### src/rtl/mem_ctrl_pkg.sv
// Shared defaults and FSM state type for the word-array access controller.
package mem_ctrl_pkg;

  localparam int DEF_ADDR_W = 3;
  localparam int DEF_DATA_W = 8;
  // Wide enough for any SETUP/HOLD/RD_WAIT phase up to 256 cycles.
  localparam int CNT_W      = 8;

  typedef enum logic [2:0] {
    IDLE    = 3'd0,
    SETUP   = 3'd1,
    WSTROBE = 3'd2,
    WHOLD   = 3'd3,
    RWAIT   = 3'd4,
    RESP    = 3'd5
  } state_e;

endpackage

### src/rtl/mem_access_ctrl.sv
// Single-request sequencer for an external word array: setup, strobe/hold or read-wait,
// then a held response. All outputs are registered from one FSM block.
module mem_access_ctrl
  import mem_ctrl_pkg::*;
#(
  parameter int ADDR_W    = DEF_ADDR_W,
  parameter int DATA_W    = DEF_DATA_W,
  parameter int SETUP_CYC = 1,
  parameter int HOLD_CYC  = 1,
  parameter int RD_WAIT   = 2
) (
  input  logic              clk,
  input  logic              rst_n,
  input  logic              req_valid,
  output logic              req_ready,
  input  logic              req_we,
  input  logic [ADDR_W-1:0] req_addr,
  input  logic [DATA_W-1:0] req_wdata,
  output logic              rsp_valid,
  input  logic              rsp_ready,
  output logic              rsp_we,
  output logic [DATA_W-1:0] rsp_rdata,
  output logic [ADDR_W-1:0] mem_addr,
  output logic              mem_en,
  output logic              mem_rw,
  output logic [DATA_W-1:0] mem_din,
  input  logic [DATA_W-1:0] mem_q
);

  // Handshakes: a request transfers on a rising edge with req_valid && req_ready,
  // a response on a rising edge with rsp_valid && rsp_ready; valid never drops before it.
  localparam logic [CNT_W-1:0] SETUP_LOAD = CNT_W'(SETUP_CYC - 1);
  localparam logic [CNT_W-1:0] HOLD_LOAD  = CNT_W'(HOLD_CYC - 1);
  localparam logic [CNT_W-1:0] RD_LOAD    = CNT_W'(RD_WAIT - 1);

  state_e            r_state;
  logic [CNT_W-1:0]  r_cnt;
  logic              r_we;
  logic              r_req_ready;
  logic              r_rsp_valid;
  logic              r_rsp_we;
  logic [DATA_W-1:0] r_rsp_rdata;
  logic [ADDR_W-1:0] r_mem_addr;
  logic              r_mem_en;
  logic              r_mem_rw;
  logic [DATA_W-1:0] r_mem_din;
  logic              w_cnt_zero;

  assign w_cnt_zero = (r_cnt == '0);

  always_ff @(posedge clk or negedge rst_n) begin
    if (!rst_n) begin
      r_state     <= IDLE;
      r_cnt       <= '0;
      r_we        <= 1'b0;
      r_req_ready <= 1'b1;
      r_rsp_valid <= 1'b0;
      r_rsp_we    <= 1'b0;
      r_rsp_rdata <= '0;
      r_mem_addr  <= '0;
      r_mem_en    <= 1'b0;
      r_mem_rw    <= 1'b0;
      r_mem_din   <= '0;
    end else begin
      case (r_state)
        IDLE: begin
          if (req_valid) begin
            r_we        <= req_we;
            r_mem_addr  <= req_addr;
            r_mem_din   <= req_wdata;
            r_cnt       <= SETUP_LOAD;
            r_req_ready <= 1'b0;
            r_state     <= SETUP;
          end
        end
        SETUP: begin
          if (w_cnt_zero) begin
            r_mem_en <= 1'b1;
            if (r_we) begin
              r_mem_rw <= 1'b1;
              r_state  <= WSTROBE;
            end else begin
              r_cnt   <= RD_LOAD;
              r_state <= RWAIT;
            end
          end else begin
            r_cnt <= r_cnt - CNT_W'(1);
          end
        end
        WSTROBE: begin
          r_mem_en <= 1'b0;
          r_mem_rw <= 1'b0;
          r_cnt    <= HOLD_LOAD;
          r_state  <= WHOLD;
        end
        WHOLD: begin
          if (w_cnt_zero) begin
            r_rsp_valid <= 1'b1;
            r_rsp_we    <= 1'b1;
            r_rsp_rdata <= '0;
            r_state     <= RESP;
          end else begin
            r_cnt <= r_cnt - CNT_W'(1);
          end
        end
        RWAIT: begin
          if (w_cnt_zero) begin
            // mem_q is combinational off mem_addr, so it is settled by the last wait cycle.
            r_mem_en    <= 1'b0;
            r_rsp_valid <= 1'b1;
            r_rsp_we    <= 1'b0;
            r_rsp_rdata <= mem_q;
            r_state     <= RESP;
          end else begin
            r_cnt <= r_cnt - CNT_W'(1);
          end
        end
        RESP: begin
          if (rsp_ready) begin
            r_rsp_valid <= 1'b0;
            r_req_ready <= 1'b1;
            r_state     <= IDLE;
          end
        end
        default: begin
          r_mem_en    <= 1'b0;
          r_mem_rw    <= 1'b0;
          r_rsp_valid <= 1'b0;
          r_req_ready <= 1'b1;
          r_state     <= IDLE;
        end
      endcase
    end
  end

  assign req_ready = r_req_ready;
  assign rsp_valid = r_rsp_valid;
  assign rsp_we    = r_rsp_we;
  assign rsp_rdata = r_rsp_rdata;
  assign mem_addr  = r_mem_addr;
  assign mem_en    = r_mem_en;
  assign mem_rw    = r_mem_rw;
  assign mem_din   = r_mem_din;

endmodule

### config.mk
export PLATFORM = sky130hd
export DESIGN_NAME = mem_access_ctrl
export DESIGN_NICKNAME = d
export VERILOG_FILES = /design/src/rtl/mem_ctrl_pkg.sv /design/src/rtl/mem_access_ctrl.sv
export SDC_FILE = /design/constraint.sdc
export NUM_CORES = 1
export LEC_CHECK = 0
export BUFFER_PORTS_ARGS = -buffer_cell sky130_fd_sc_hd__buf_2
export CAP_MARGIN = 20
export CORE_UTILIZATION = 54
export CTS_BUF_LIST = sky130_fd_sc_hd__clkbuf_8
export CTS_CLUSTER_SIZE = 12
export DETAILED_ROUTE_END_ITERATION = 8
export PLACE_DENSITY = 0.85
export SLEW_MARGIN = 10
export SYNTH_ARGS = -nofsm -noshare
export SYNTH_HDL_FRONTEND = slang
export SYNTH_SLANG_ARGS = --single-unit
export TNS_END_PERCENT = 50
### constraint.sdc
create_clock -name clk -period 2.07 [get_ports clk]
set_input_delay 0.207 -clock clk [delete_from_list [all_inputs] [get_ports clk]]
set_output_delay 0.207 -clock clk [all_outputs]
set_load 0.05 [all_outputs]
==> results.sh <==
export IMPL_clock_skew_ns=0.00548
export IMPL_drive_gt1_share_pct=38.8
export IMPL_avgViaCountPerCell=5.83
export IMPL_tns_ns=0
export IMPL_post_synth_top_count_cell="dfrtp_1"
export IMPL_pwr_share_comb_pct=51.0
export IMPL_htreeDepth=2
export IMPL_postCtsHoldBufs=0
export IMPL_path_clk_slew_ns=0.08
export IMPL_critPathCapture="r_cnt[6]"
export IMPL_critPathLaunchType="flop"
export IMPL_ctsRootBufferMaster="clkbuf_8"
export IMPL_top_level_ports=48
export IMPL_grt_pass1_vias=1536
export IMPL_worstPathMaxFanout=8
export IMPL_hold_viol=15
export IMPL_place_gp_congestion=0.798
export IMPL_routed_wl_um=4070
export IMPL_die_area_sq_um=3560
export IMPL_grt_pass1_wl_um=6840
export IMPL_grt_start_max_net_pins=37
export IMPL_end_kind="flop"
export IMPL_synth_edff_count=0
export IMPL_synth_area_top_cells="dfrtp_1 (49%), mux2_2 (7.5%), a21oi_1 (5.6%)"
export IMPL_die_w_um=59.7
export IMPL_yosys_area_top_type_share_pct=48.8
export IMPL_tritoncts="built"
export IMPL_port_buffer_count=47
export IMPL_path_class="reg -> reg"
export IMPL_ir_worst_vdd_mv=1.13
export IMPL_yosys_top_cells_count="dfrtp_1 (35), a21oi_1 (20), nand2_1 (14)"
export IMPL_syn_area_sq_um=1800
export IMPL_timing_rr_end="r_cnt[6]"
export IMPL_setup_viol=0
export IMPL_clock_path_buffers=2
export IMPL_area_growth_syn_to_layout_pct=25.1
export IMPL_p_switching_mw=1.68
export IMPL_timing_rr_start="r_cnt[3]"
export IMPL_synthDistinctLibCells=42
export IMPL_num_antenna_cells=0
export IMPL_stdcell_count=276
export IMPL_whs_ns=-0.0156
export IMPL_start_util_pct=57.9
export IMPL_cp_required_ns=2.24
export IMPL_ys_seq_elements=36
export IMPL_drt_initial_drc_count=62
export IMPL_period_needed_ns=1.96
export IMPL_clk_latency_ns=0.29
export IMPL_dpl_cell_area_sq_um=2110
export IMPL_grt_overflow_total=0
export IMPL_crit_arrival_ns=2.13
export IMPL_multi_input_area_sq_um=837
export IMPL_seq_area_sq_um=902
export IMPL_worstMarginPinSlew_ns=0.782
export IMPL_remaining_drc_errors=0
export IMPL_synthCells=174
export IMPL_p_total_mw=3.64
export IMPL_yosysSeqAreaShare_pct=50.2
export IMPL_status="complete, but fails checks"
export IMPL_core_sq_um=3100
export IMPL_finalInstanceArea_sq_um=2250
export IMPL_rr_worst_depth=6
export IMPL_cts_sinks=36
export IMPL_p_clk_share_pct=17.0
export IMPL_synthArstFlopShare_pct=100
export IMPL_max_cap_viol_count=0
export IMPL_wl_per_cell_um=14.8
export IMPL_firstDrtPassIters=4
export IMPL_row_count=20
export IMPL_synth_top_area_cell="dfrtp_1"
export IMPL_violations="negative hold slack"
export IMPL_cts_buffers_inserted=5
export IMPL_leakage_nw=1.06
export IMPL_rsz0062_at_grt="no"
export IMPL_switching_share_pct=46.2
export IMPL_r2r_setup_slack_ns=0.11
export IMPL_yosysWarnings=0
export IMPL_synth_nets=200
export IMPL_dp_cells=266
export IMPL_ant_nets=0
export IMPL_synthFlopType="dfrtp_1"
export IMPL_fill_cells=243
export IMPL_max_clock_freq_mhz=509
export IMPL_p_per_area_nw_per_um2=1620
export IMPL_seqPwrFrac_pct=32.0
export IMPL_track_usage_pct=26.5
export IMPL_finalMaxSlewViolations=0
export IMPL_relSlewSlack_pct=47.9
export IMPL_antenna_found_initial=0
export IMPL_nets=257
export IMPL_via_count=1609
export IMPL_dp_hpwl_um=2920
export IMPL_hp_class="in -> async"
export IMPL_fin_crit_sh_pct=94.8
export IMPL_syn_avg_cell_area_sq_um=10.3
export IMPL_worstSetupStartpoint="r_cnt[3]"
export IMPL_die_h_um=59.7
export IMPL_internal_power_mw=1.96
## cell families after synthesis
kind of cell    share of synthesized area [%]
compound gates                           18.7
xor+xnor                                 1.46
fa+ha+maj                                1.39
buf+inv                                  3.41
flops                                    50.2
mux                                      8.08
simple gates                             16.7
## layout by cell type (no fill, tap or decap), types with 2 or more instances in the layout
cell type	Yosys	final
mux2_2	12	12
or4_1	3	3
o22ai_1	9	9
nand2_1	14	14
nor2b_1	2	2
buf_4	2	12
inv_1	4	3
a211oi_1	4	4
or3_1	2	2
nand2_2	2	2
clkbuf_8	0	5
nor3_1	4	4
dfrtp_1	35	35
o21ai_1	3	3
nand2b_1	5	5
a21o_1	2	2
xnor2_1	3	3
a21oi_1	20	20
buf_2	4	47
ha_1	2	2
o21ai_0	7	7
nor2_1	12	12
## power groups by stage
stage                     combinational [mW]  sequential (mW)  clock [mW]
after detailed placement                1.81             1.17           0
after global placement                  1.78             1.15           0
after global routing                    2.01             1.20       0.652
after CTS                               1.82             1.16       0.627
final                                   1.86             1.16       0.620
after floorplan                        0.888             1.65           0
## state kept, by name, indices dropped and copies added, names as in the netlist
signal	count
mem_din	8
r_cnt	8
rsp_rdata	8
mem_addr	3
r_state	3
mem_en	1
mem_rw	1
r_we	1
req_ready	1
rsp_valid	1
rsp_we	1
## stage by stage
stage / worst slack [ns] / util, %
2_1_floorplan: 0.219 / -
3_3_place_gp: 0.112 / 68.1
3_5_place_dp: 0.0353 / 68.1
4_1_cts: 0.0276 / 71.7
5_1_grt: 0.000401 / 72.4
6_report: 0.107 / 72.4
## final cells by class
| cell class | count | share of cell area [%] |
|---|---|---|
| multi-input cells | 125 | 37.3 |
| flip-flops and latches | 36 | 40.2 |
| inverters | 4 | 0.669 |
| clock buffers | 5 | 3.06 |
| clock inverters | 3 | 1.89 |
| well taps | 44 | 2.45 |
| repair buffers | 59 | 14.5 |
## worst max-delay path: stages (launching register included)
cell and delay (ns):
dfrtp_1 0.38, or4_4 0.58, nor3_4 0.31, buf_4 0.24, a211oi_1 0.09, xnor2_1 0.18, nor2_1 0.05
## metal layers
metal	wire length (um)	global-route usage (%)	vias up
met5	0	0	-
met4	112	13.0	0
met3	232	7.14	12
met2	1990	42.4	61
met1	1730	33.1	790
li1	-	-	746
## how the worst min path moves through the flow
stage                     cells past startpoint     endpoint  start
after floorplan                               0  mem_addr[0]  rst_n
after global placement                        1     r_cnt[0]  rst_n
after detailed placement                      1     r_cnt[0]  rst_n
after CTS                                     1     r_cnt[0]  rst_n
after global routing                          1     r_cnt[1]  rst_n
final                                         1     r_cnt[0]  rst_n
## timing repair
item | in CTS | in global routing
endpoints found under the setup margin | 0 | 17
buffers inserted | 0 | 2
gates resized for setup | 0 | 2
(Power assumes the default switching activity.)
